[config.mk]
export PLATFORM = sky130hd
export DESIGN_NAME = fetch_unit
export DESIGN_NICKNAME = d
export VERILOG_FILES = /design/src/rtl/fetch_unit.sv
export SDC_FILE = /design/constraint.sdc
export NUM_CORES = 1
export LEC_CHECK = 0
export ABC_AREA = 0
export CORE_AREA = 5 5 176 178
export CTS_CLUSTER_SIZE = 14
export DETAILED_ROUTE_END_ITERATION = 10
export DIE_AREA = 0 0 181 183
export PLACE_DENSITY = 0.6
export SYNTH_ARGS = -nofsm -noshare
export SYNTH_HDL_FRONTEND = slang
export SYNTH_SLANG_ARGS = --single-unit
[constraint.sdc]
create_clock -name CLK -period 9.2 [get_ports CLK]
set_clock_uncertainty 0.2 [all_clocks]
set_input_delay 2.76 -clock CLK [delete_from_list [all_inputs] [get_ports CLK]]
set_output_delay 2.76 -clock CLK [all_outputs]
set_load 0.05 [all_outputs]
[src/rtl/fetch_unit.sv]
// -----------------------------------------------------------------------------
// fetch_unit
//
// Instruction fetch stage of the pipelined Otter. This block holds the fetch
// PC and issues requests to a synchronous instruction memory that returns its
// data one cycle after the request. Returned words are buffered in a small
// FIFO, and decode drains them through a valid/ready handshake. A redirect
// from execute flushes the FIFO, drops any response still in flight, and
// restarts fetch at the new target.
//
// Parameters
//   RESET_PC     fetch address after reset
//   DEPTH        FIFO entries (power of 2, >= 2)
//
// Ports
//   CLK          in   1   sole clock, rising edge
//   RST          in   1   asynchronous, active-high reset
//   IMEM_REQ     out  1   fetch request; memory samples IMEM_ADDR when high
//   IMEM_ADDR    out  32  word-aligned fetch address
//   IMEM_DOUT    in   32  instruction word, valid one cycle after the request
//   IR_VALID     out  1   FIFO head is valid
//   IR_READY     in   1   decode accepts the head this cycle
//   IR           out  32  FIFO head instruction
//   IR_PC        out  32  PC of IR
//   OPCODE       out  7   IR[6:0]
//   FUNC3        out  3   IR[14:12]
//   FUNC7        out  1   IR[30]
//   REDIRECT     in   1   control-flow change from execute
//   REDIRECT_PC  in   32  new fetch target; bits [1:0] are forced to zero
// -----------------------------------------------------------------------------
module fetch_unit #(
    parameter logic [31:0] RESET_PC = 32'h0000_0000,
    parameter int          DEPTH    = 2
) (
    input  logic        CLK,
    input  logic        RST,
    output logic        IMEM_REQ,
    output logic [31:0] IMEM_ADDR,
    input  logic [31:0] IMEM_DOUT,
    output logic        IR_VALID,
    input  logic        IR_READY,
    output logic [31:0] IR,
    output logic [31:0] IR_PC,
    output logic [6:0]  OPCODE,
    output logic [2:0]  FUNC3,
    output logic        FUNC7,
    input  logic        REDIRECT,
    input  logic [31:0] REDIRECT_PC
);

    localparam int PW = $clog2(DEPTH);
    localparam logic [PW+1:0] DEPTH_W = (PW+2)'(DEPTH);

    logic [31:0] fetch_pc_q, fetch_pc_d;
    logic        inflight_q;
    logic [31:0] req_addr_q;
    logic [PW:0] count_q, count_d;
    logic [PW-1:0] head_q, head_d;
    logic [PW-1:0] tail_q, tail_d;
    logic [31:0] instr_q [DEPTH];
    logic [31:0] pc_q    [DEPTH];

    logic        push;
    logic        pop;
    logic [PW+1:0] occupancy;
    logic [31:0] redirect_target;

    // Masking keeps every REDIRECT_PC bit in use while forcing word alignment.
    assign redirect_target = REDIRECT_PC & ~32'h0000_0003;

    assign IR_VALID = (count_q != '0) && !REDIRECT;
    assign pop      = IR_VALID && IR_READY;
    assign push     = inflight_q && !REDIRECT;

    // Occupancy counts the buffered words and the word still in flight, less
    // the word leaving this cycle. Requesting only while it is below DEPTH
    // guarantees the FIFO never overflows. The path from IR_READY to
    // IMEM_REQ is combinational on purpose: it keeps one word per cycle
    // flowing with a two-entry FIFO.
    assign occupancy = {1'b0, count_q} + (PW+2)'(inflight_q) - (PW+2)'(pop);
    assign IMEM_REQ  = !RST && !REDIRECT && (occupancy < DEPTH_W);
    assign IMEM_ADDR = fetch_pc_q;

    assign IR     = instr_q[head_q];
    assign IR_PC  = pc_q[head_q];
    assign OPCODE = IR[6:0];
    assign FUNC3  = IR[14:12];
    assign FUNC7  = IR[30];

    // NOTE: every variable gets a default first, so no path through this
    // block leaves a value unassigned and no latch is inferred.
    always_comb begin
        fetch_pc_d = fetch_pc_q;
        head_d     = head_q;
        tail_d     = tail_q;
        count_d    = count_q;

        if (REDIRECT) begin
            // A redirect overrides everything else in its cycle: the FIFO
            // empties and the pending response is dropped.
            fetch_pc_d = redirect_target;
            head_d     = '0;
            tail_d     = '0;
            count_d    = '0;
        end else begin
            if (IMEM_REQ) begin
                fetch_pc_d = fetch_pc_q + 32'd4;
            end
            if (push) begin
                tail_d = tail_q + PW'(1);
            end
            if (pop) begin
                head_d = head_q + PW'(1);
            end
            case ({push, pop})
                2'b10:   count_d = count_q + (PW+1)'(1);
                2'b01:   count_d = count_q - (PW+1)'(1);
                default: count_d = count_q;
            endcase
        end
    end

    // NOTE: the FIFO storage is reset together with the control state, so IR
    // and IR_PC read zero out of reset rather than X.
    always_ff @(posedge CLK or posedge RST) begin
        if (RST) begin
            fetch_pc_q <= RESET_PC;
            inflight_q <= 1'b0;
            req_addr_q <= '0;
            count_q    <= '0;
            head_q     <= '0;
            tail_q     <= '0;
            for (int i = 0; i < DEPTH; i++) begin
                instr_q[i] <= '0;
                pc_q[i]    <= '0;
            end
        end else begin
            fetch_pc_q <= fetch_pc_d;
            inflight_q <= IMEM_REQ;
            count_q    <= count_d;
            head_q     <= head_d;
            tail_q     <= tail_d;
            if (IMEM_REQ) begin
                req_addr_q <= fetch_pc_q;
            end
            if (push) begin
                instr_q[tail_q] <= IMEM_DOUT;
                pc_q[tail_q]    <= req_addr_q;
            end
        end
    end

endmodule

# After elaboration in Yosys (flattened, before gate mapping)

Cells that the tools add are included.
Widths: inputs -> output; s select.

Register bits after elaboration: 197
Output and inout port bits: 109
Input port bits: 68
Word-level logic and storage cells: 56

$add $sub $neg: 7
Muxes and demuxes: 18
Magnitude comparators: 4
Bitwise operators: 2
Reductions and logical operators: 13
Equality and inequality tests: 2

Operators with widths:

| kind                  | number |
|---|---|
| $mux 32               | 9 |
| $bwmux 64             | 2 |
| $add 32x3->32 const B | 1 |
| $demux 32 s1          | 1 |
| $reduce_bool 2->1     | 4 |
| $logic_and 1x1->1     | 6 |
| $ge 2x2->1 const B    | 2 |
| $mux 1                | 4 |
| $not 1->2             | 2 |
| $pmux 2 s2            | 1 |
| $add 2x1->3           | 1 |
| $lt 3x2->1 const B    | 1 |
| $reduce_bool 3->1     | 1 |
| $sub 3x1->3           | 1 |
| $add 1x1->1 const B   | 2 |
| $add 2x1->2 const B   | 1 |
| $eq 2x1->1 const B    | 1 |
| $eq 2x2->1 const B    | 1 |
| $logic_not 1->1       | 2 |
| $lt 2x1->1 const B    | 1 |
| $mux 2                | 1 |
| $sub 2x1->2 const B   | 1 |

# Depth between registers and ports, before layout

Gate-level depths: netlist of the first run.

Depth in word-level cells: 8
Mapped depth: 16
Depth with buffers taken out: 13

# Least setup slack after synthesis of the first run

OpenSTA, ideal clock, no wires.

Kind: input to output
From: input port REDIRECT
To: output port IMEM_REQ
Stages on the path: 12
Buffers on the path: 3
Arrival: 5.655 ns
Path slack: 0.585 ns
Cells stage by stage: nor2_1 -> nand2_1 -> inv_1 -> ha_1 -> nand2b_1 -> fa_1 -> xor2_1 -> or3_1 -> buf_6 -> clkinv_4 -> buf_8 -> buf_2

Cells in the longest elaborated chain, start to end: 6

RTL lines:

| item                | RTL line | RTL |
|---|---|---|
| start: declaration  | 47       | `input logic REDIRECT,` |
| $logic_not 1->1 *   | 71, 81   |  |
| $logic_and 1x1->1   | 71       | `assign IR_VALID = (count_q != '0) && !REDIRECT;` |
| $logic_and 1x1->1   | 72       | `assign pop = IR_VALID && IR_READY;` |
| $sub 3x1->3         | 80       | `assign occupancy = {1'b0, count_q} + (PW+2)'(inflight_q) - (PW+2)'(pop);` |
| $lt 3x2->1          | 81       | `assign IMEM_REQ = !RST && !REDIRECT && (occupancy < DEPTH_W);` |
| $logic_and 1x1->1 * | 81       |  |
| end: declaration    | 37       | `output logic IMEM_REQ,` |

Every way passes the cells marked *; elsewhere a longest branch is shown, timed or not.

# Final worst setup path of the first run

Same ends and word-level chain as after synthesis.

==> results of run 1 <==
[cell type report]
class / instances / area (um^2) / share of cell area [%]
clock inverters: 12 / 184 / 1.63
multi-input cells: 459 / 3590 / 32.0
well taps: 390 / 488 / 4.34
clock buffers: 19 / 443 / 3.94
flip-flops and latches: 189 / 4730 / 42.0
inverters: 9 / 46.3 / 0.411
repair buffers: 177 / 1760 / 15.7
[per-stage QoR]
step                utilization, %  std cells
floorplan                        -        713
global placement              36.3       1224
detailed placement            36.3       1224
CTS                           38.5       1255
global route                  38.5       1255
finish                        38.5       1255
[worst paths after layout]
| path | start | to | slack, ns | depth (start not counted) |
|---|---|---|---|---|
| worst max-delay path | REDIRECT | IMEM_REQ | 1.02 | 11 |
| worst min-delay path | req_addr_q[31] | req_addr_q[31] | 0.29 | 2 |
| min in group asynchronous | RST | instr_q[1] | 2.79 | 2 |
| max in group asynchronous | RST | instr_q[29] | 4.51 | 3 |
| worst min register to register | req_addr_q[31] | req_addr_q[31] | 0.29 | 2 |
| worst max register to register | count_q[1] | IMEM_ADDR[29] | 5.09 | 14 |
[registers in the layout, indices dropped and copies added, names as in the netlist]
name,count
req_addr_q,30
pc_q,60
count_q,2
instr_q,64
IMEM_ADDR,30
head_q,1
tail_q,1
inflight_q,1
[cell families after synthesis]
logic type | after synthesis
multiplexers | 186
AND/OR/NAND/NOR | 191
AO/OA/AOI/OAI | 68
flip-flops | 189
other | 1
adder cells (fa/ha/maj) | 3
buffers and inverters | 65
XOR/XNOR | 7
[cells in the final DEF (no fill, tap or decap), drive strengths merged, types with 11 or more instances in the layout]
| cell type | instances |
|---|---|
| clkbuf | 19 |
| clkdlybuf4s50 | 169 |
| dfrtp | 189 |
| inv | 11 |
| mux2 | 186 |
| nand2 | 126 |
| nand3 | 17 |
| nor2 | 16 |
| o21ai | 22 |
| o311ai | 15 |
[power by group through the flow]
stage	clock, mW	combinational (mW)	sequential (mW)
6_report	0.797	1.50	1.27
3_5_place_dp	0	1.51	1.29
4_1_cts	0.825	1.52	1.27
2_1_floorplan	0	1.06	1.29
5_1_grt	0.854	1.58	1.31
3_3_place_gp	0	1.51	1.27
[routing by layer]
layer | GRT usage [%] | vias to the layer above
met5 | 0 | -
met2 | 21.4 | 154
met4 | 2.70 | 0
met3 | 3.89 | 17
li1 | - | 2785
met1 | 17.9 | 2972
[critical path, stage by stage]
cell and delay [ns]:
sky130_fd_sc_hd__clkdlybuf4s50_1 0.48, sky130_fd_sc_hd__nor2_1 0.06, sky130_fd_sc_hd__nand2_1 0.15, sky130_fd_sc_hd__inv_1 0.06, sky130_fd_sc_hd__ha_1 0.26, sky130_fd_sc_hd__nand2b_1 0.15
sky130_fd_sc_hd__fa_1 0.38, sky130_fd_sc_hd__xor2_1 0.17, sky130_fd_sc_hd__or3_2 0.52, sky130_fd_sc_hd__clkinv_4 0.10, sky130_fd_sc_hd__buf_12 0.13
==> impl_results.md, run 1 <==
* Post-DP Area at 10600 um^2
* IO Count at 177
* CTS tree: done
* DR top layer: met4
* Synth top area share at 54.7%
* Most common flop cell mapped by yosys: sky130_fd_sc_hd__dfrtp_1
* Max-cap check violation count at 0
* CTS Hold Buffers Added at 0
* Maximum number of pins on one net before global-route repair at 114
* Category of the worst setup path capture point: output port
* Via count of the first global-routing pass at 6089
* Via count at 5928
* Worst slew pin tran at 1.15 ns
* Clock sink total at 189
* Leakage at 4.86 nW
* Detailed-route vias per instance at 4.72
* Synth-to-layout area growth at 30.1%
* Worst slew margin relative to its limit at 22.6%
* Total of buffers placed on input and output ports at 170
* Fillcell total at 2877
* Chip width at 181 um
* Post-cts repair resize count at 0
* Path category of the worst min-delay check: flip-flop to flip-flop
* Compound-cell area share of the yosys netlist at 5.63%
* Cell-internal power at 2.18 mW
* XOR/XNOR share of the synthesized area at 0.709%
* Setup violation total in the final timing report at 0
* Drt drc at 0
* Post-CTS setup repair buffer count at 0
* Clock-pin slew reported for the worst setup and hold paths after clock tree synthesis at 0.07 ns
* Final Cycle Share at 88.9%
* Net Sw Frac at 38.8%
* Most frequent cell after synthesis: sky130_fd_sc_hd__dfrtp_1
* Mux contribution to synthesized area at 24.2%
* Yosys cell types at 54
* TritonCTS Buffers at 17
* Min setup slack post-route at 1.02 ns
* Area of the mapped netlist at 8650 um^2
* Number of warnings printed during yosys synthesis at 0
* Final global-route overflow total at 0
* DR WL met2 at 10300 um
* Number of nets in the layout at 924
* Category of the critical setup timing path: input pin to output port
* Synth Area in Adders at 0.521%
* Portion of total power attributed to combinational logic at 42.1%
* Achievable Freq at 122 MHz
* CTS H-tree lvls at 4
* Wire length of the first global-routing pass at 34900 um
* Bufs on Longest Clock Path at 2
* Estimated wirelength of the detail-placed design at 14100 um
* Mean instance size in the synthesized netlist at 12.2 um^2
* Power per unit of standard cell area at 317 nW/um^2
* Initial Utilization at 29.6%
* Minimum setup slack after placement at 0.998 ns
* Fraction of layout cells with a size suffix above 1 at 27.7%
* Detailed Routing Iterations Pass 1 at 4
* Part of the Yosys area used for sequential elements at 54.7%
* Data arrival at the endpoint of the critical path at 5.22 ns
* Clock latency at the later pin of the worst-skew pair at 0.43 ns
* WL per Instance at 17.5 um
* Result of the run: completed
* Number of instances in the synthesized netlist at 710
* RSZ-0062 raised after global routing: no
* Critical path required time at 6.24 ns
* Summed area of non-filler cells in the final layout at 11300 um^2
* Pins Over Slew Limit at 0
* TNS Setup at 0 ns
* Most frequent cells after synthesis: sky130_fd_sc_hd__dfrtp_1 (189), sky130_fd_sc_hd__mux2_2 (186), sky130_fd_sc_hd__nand2_1 (125)
* Final hold viol count at 0
* Number of antenna violations at the first check in global routing at 0
* Dominant combinational cell family by area after synthesis: multiplexers
* Metal-1 WL at 10200 um
* RD Place Congestion at 0.727
* Total power draw at 3.57 mW
* Starting DRT DRC Count at 279
* Synthesized flop and latch total at 189
* Asr flop ratio synth at 100%
* Number of enable flip-flop cells after synthesis at 0
* Die area at 33100 um^2
* Post-synthesis simple-gate area fraction at 10.1%
* Row count at 63
* Detail Route Antenna Nets at 0
* Sw Pwr at 1.38 mW
* Crit path max fanout at 4
* Flop pwr share at 35.6%
* Count of inserted antenna diode cells at 0
* Global Route Usage Sum at 13.2%
* Clock root cell: sky130_fd_sc_hd__clkbuf_16
* Total length of routed wires at 22000 um
* Die Height at 183 um
* Sort of element at the start of the critical path: input pin
* Dominant cell type by area after synthesis: sky130_fd_sc_hd__dfrtp_1
* Clock group share of total power at 22.3%
* Area of the core at 29200 um^2
* Smallest hold slack at 0.293 ns
* Shortest period the worst path allows at 8.18 ns
* Cells taking the most area after synthesis: sky130_fd_sc_hd__dfrtp_1 (55%), sky130_fd_sc_hd__mux2_2 (24%), sky130_fd_sc_hd__nand2_1 (5.4%)
* Worst supply voltage drop on vdd at 0.187 mV
* Routed length on met3 at 1230 um
No activity file was read; power rests on OpenSTA's default activity.
==> inputs of run 2 (changes only) <==
- PLACE_DENSITY: 0.6 -> 0.59
==> run 2 against run 1 <==
Compared with the run above:
- critical path depth did not move
- worst hold slack improved by 0.0060 ns
- first-iteration DRC count fell by 2.2%
- utilization barely moved
- non-clock buffer count did not move
- clock power fell by 2%
- register-to-register slack improved by 0.02 ns
- sequential share of layout area barely moved
- die area did not move
- via count rose by 1.1%
- count of clock-buffer cells in the layout fell by 2
- worst setup slack got worse by 0.0036 ns
==> impl_results.md, run 2 (synthesized netlist as in run 1, its figures left out) <==
* Minimum setup slack after placement at 0.986 ns
* Most flops, register: instr_q
* Final design utilization at 38.5%
* Global Route Usage Sum at 13.6%
* Cell depth of the worst min-delay path at 2
* Achievable Freq at 122 MHz
* Sort of element at the start of the critical path: input pin
* Final hold viol count at 0
* Portion of total power attributed to combinational logic at 41.9%
* Via count of the first global-routing pass at 6211
* Final global-route overflow total at 0
* Total of buffers placed on input and output ports at 170
* Category of the worst setup path capture point: output port
* Leakage at 4.86 nW
* Path category of the worst min-delay check: flip-flop to flip-flop
* Detailed-route vias per instance at 4.77
* Worst slew pin tran at 1.16 ns
* TNS Setup at 0 ns
* RD Place Congestion at 0.708
* Smallest hold slack at 0.299 ns
* Die area at 33100 um^2
* Net Sw Frac at 40.0%
* Initial Utilization at 29.6%
* Data arrival at the endpoint of the critical path at 5.22 ns
* WL per Instance at 17.9 um
* Cell-internal power at 2.14 mW
* Row count at 63
* Worst supply voltage drop on vdd at 0.140 mV
* Leading cell type in the layout, fill and taps excluded: sky130_fd_sc_hd__dfrtp_1
* Detailed Routing Iterations Pass 1 at 4
* Setup violation total in the final timing report at 0
* Clock group share of total power at 22.0%
* Post-CTS setup repair buffer count at 0
* Post-cts repair resize count at 0
* Area of the core at 29200 um^2
* CTS tree: done
* Flop pwr share at 36.1%
* Category of the critical setup timing path: input pin to output port
* Pins Over Slew Limit at 0
* Clock sink total at 189
* Post-DP Area at 10600 um^2
* Estimated wirelength of the detail-placed design at 14500 um
* Critical path required time at 6.24 ns
* Wire length of the first global-routing pass at 36100 um
* Sw Pwr at 1.42 mW
* Clock latency at the later pin of the worst-skew pair at 0.43 ns
* Crit path max fanout at 4
* IO Count at 177
* Starting DRT DRC Count at 273
* Maximum number of pins on one net before global-route repair at 120
* Total length of routed wires at 22500 um
* Die Height at 183 um
* Final Cycle Share at 89.0%
* Total power draw at 3.56 mW
* Worst slew margin relative to its limit at 22.1%
* Power per unit of standard cell area at 317 nW/um^2
* Detail Route Antenna Nets at 0
* Result of the run: completed
* TritonCTS Buffers at 17
* Final Instance Count excl. Fillers at 1256
* Cells on worst reg2reg path at 14
* Registers with the most flip-flops: instr_q: 64 flops, pc_q: 60 flops
* Chip width at 181 um
* CTS H-tree lvls at 4
* Number of antenna violations at the first check in global routing at 0
* CTS Hold Buffers Added at 0
* Min setup slack post-route at 1.02 ns
* Number of placed cells counting well taps at 1224
* Shortest period the worst path allows at 8.18 ns
* Fraction of layout cells with a size suffix above 1 at 27.9%
* Clock-pin slew reported for the worst setup and hold paths after clock tree synthesis at 0.07 ns
* Synth-to-layout area growth at 30.1%
* Max-cap check violation count at 0
* RSZ-0062 raised after global routing: no
* Flip-flop count of the largest register after layout at 64
* Drt drc at 0
* Commonest cells after routing, fill and taps aside: sky130_fd_sc_hd__dfrtp_1 (188), sky130_fd_sc_hd__mux2_2 (186), sky130_fd_sc_hd__clkdlybuf4s50_1 (169)
* Count of inserted antenna diode cells at 0
* Clock root cell: sky130_fd_sc_hd__clkbuf_16
* Fillcell total at 2803
* Bufs on Longest Clock Path at 2
* Via count at 5993
* Summed area of non-filler cells in the final layout at 11200 um^2
* Number of nets in the layout at 924
[run 2: final cells by class]
cell class / instances / area, um^2 / share of cell area [%]
sequential: 189 / 4730 / 42.1
inverter: 9 / 46.3 / 0.412
tap: 390 / 488 / 4.34
timing repair buffer: 177 / 1760 / 15.7
multi-input combinational: 459 / 3590 / 32.0
clock buffer: 17 / 425 / 3.78
clock inverter: 15 / 196 / 1.75
[run 2: power groups by stage]
stage               logic (mW)  clock network (mW)  registers [mW]
floorplan                 1.06                   0            1.29
global placement          1.49                   0            1.29
detailed placement        1.50                   0            1.30
CTS                       1.51               0.807            1.29
global route              1.58               0.842            1.33
finish                    1.49               0.783            1.29
[run 2: worst max-delay path, stage by stage]
cell and delay, ns:
sky130_fd_sc_hd__clkdlybuf4s50_1 0.48, sky130_fd_sc_hd__nor2_1 0.06, sky130_fd_sc_hd__nand2_1 0.14, sky130_fd_sc_hd__inv_1 0.06, sky130_fd_sc_hd__ha_1 0.26, sky130_fd_sc_hd__nand2b_1 0.15
sky130_fd_sc_hd__fa_1 0.38, sky130_fd_sc_hd__xor2_1 0.18, sky130_fd_sc_hd__or3_2 0.52, sky130_fd_sc_hd__clkinv_4 0.10, sky130_fd_sc_hd__buf_12 0.13
[run 2: metal layers]
layer	part of all wire, %	global-route usage, %
met1	49	19.6
met3	5.7	3.57
met5	0	0
met4	0.78	3.33
met2	45	20.6
[run 2: worst paths after layout]
| check | start | end | slack [ns] |
|---|---|---|---|
| worst min register to register | req_addr_q[29] | req_addr_q[29] | 0.30 |
| max in group asynchronous | RST | instr_q[30] | 4.55 |
| min in group asynchronous | RST | pc_q[34] | 2.75 |
| worst min-delay path | req_addr_q[29] | req_addr_q[29] | 0.30 |
| worst max-delay path | REDIRECT | IMEM_REQ | 1.02 |
| worst max register to register | count_q[1] | IMEM_ADDR[29] | 5.11 |
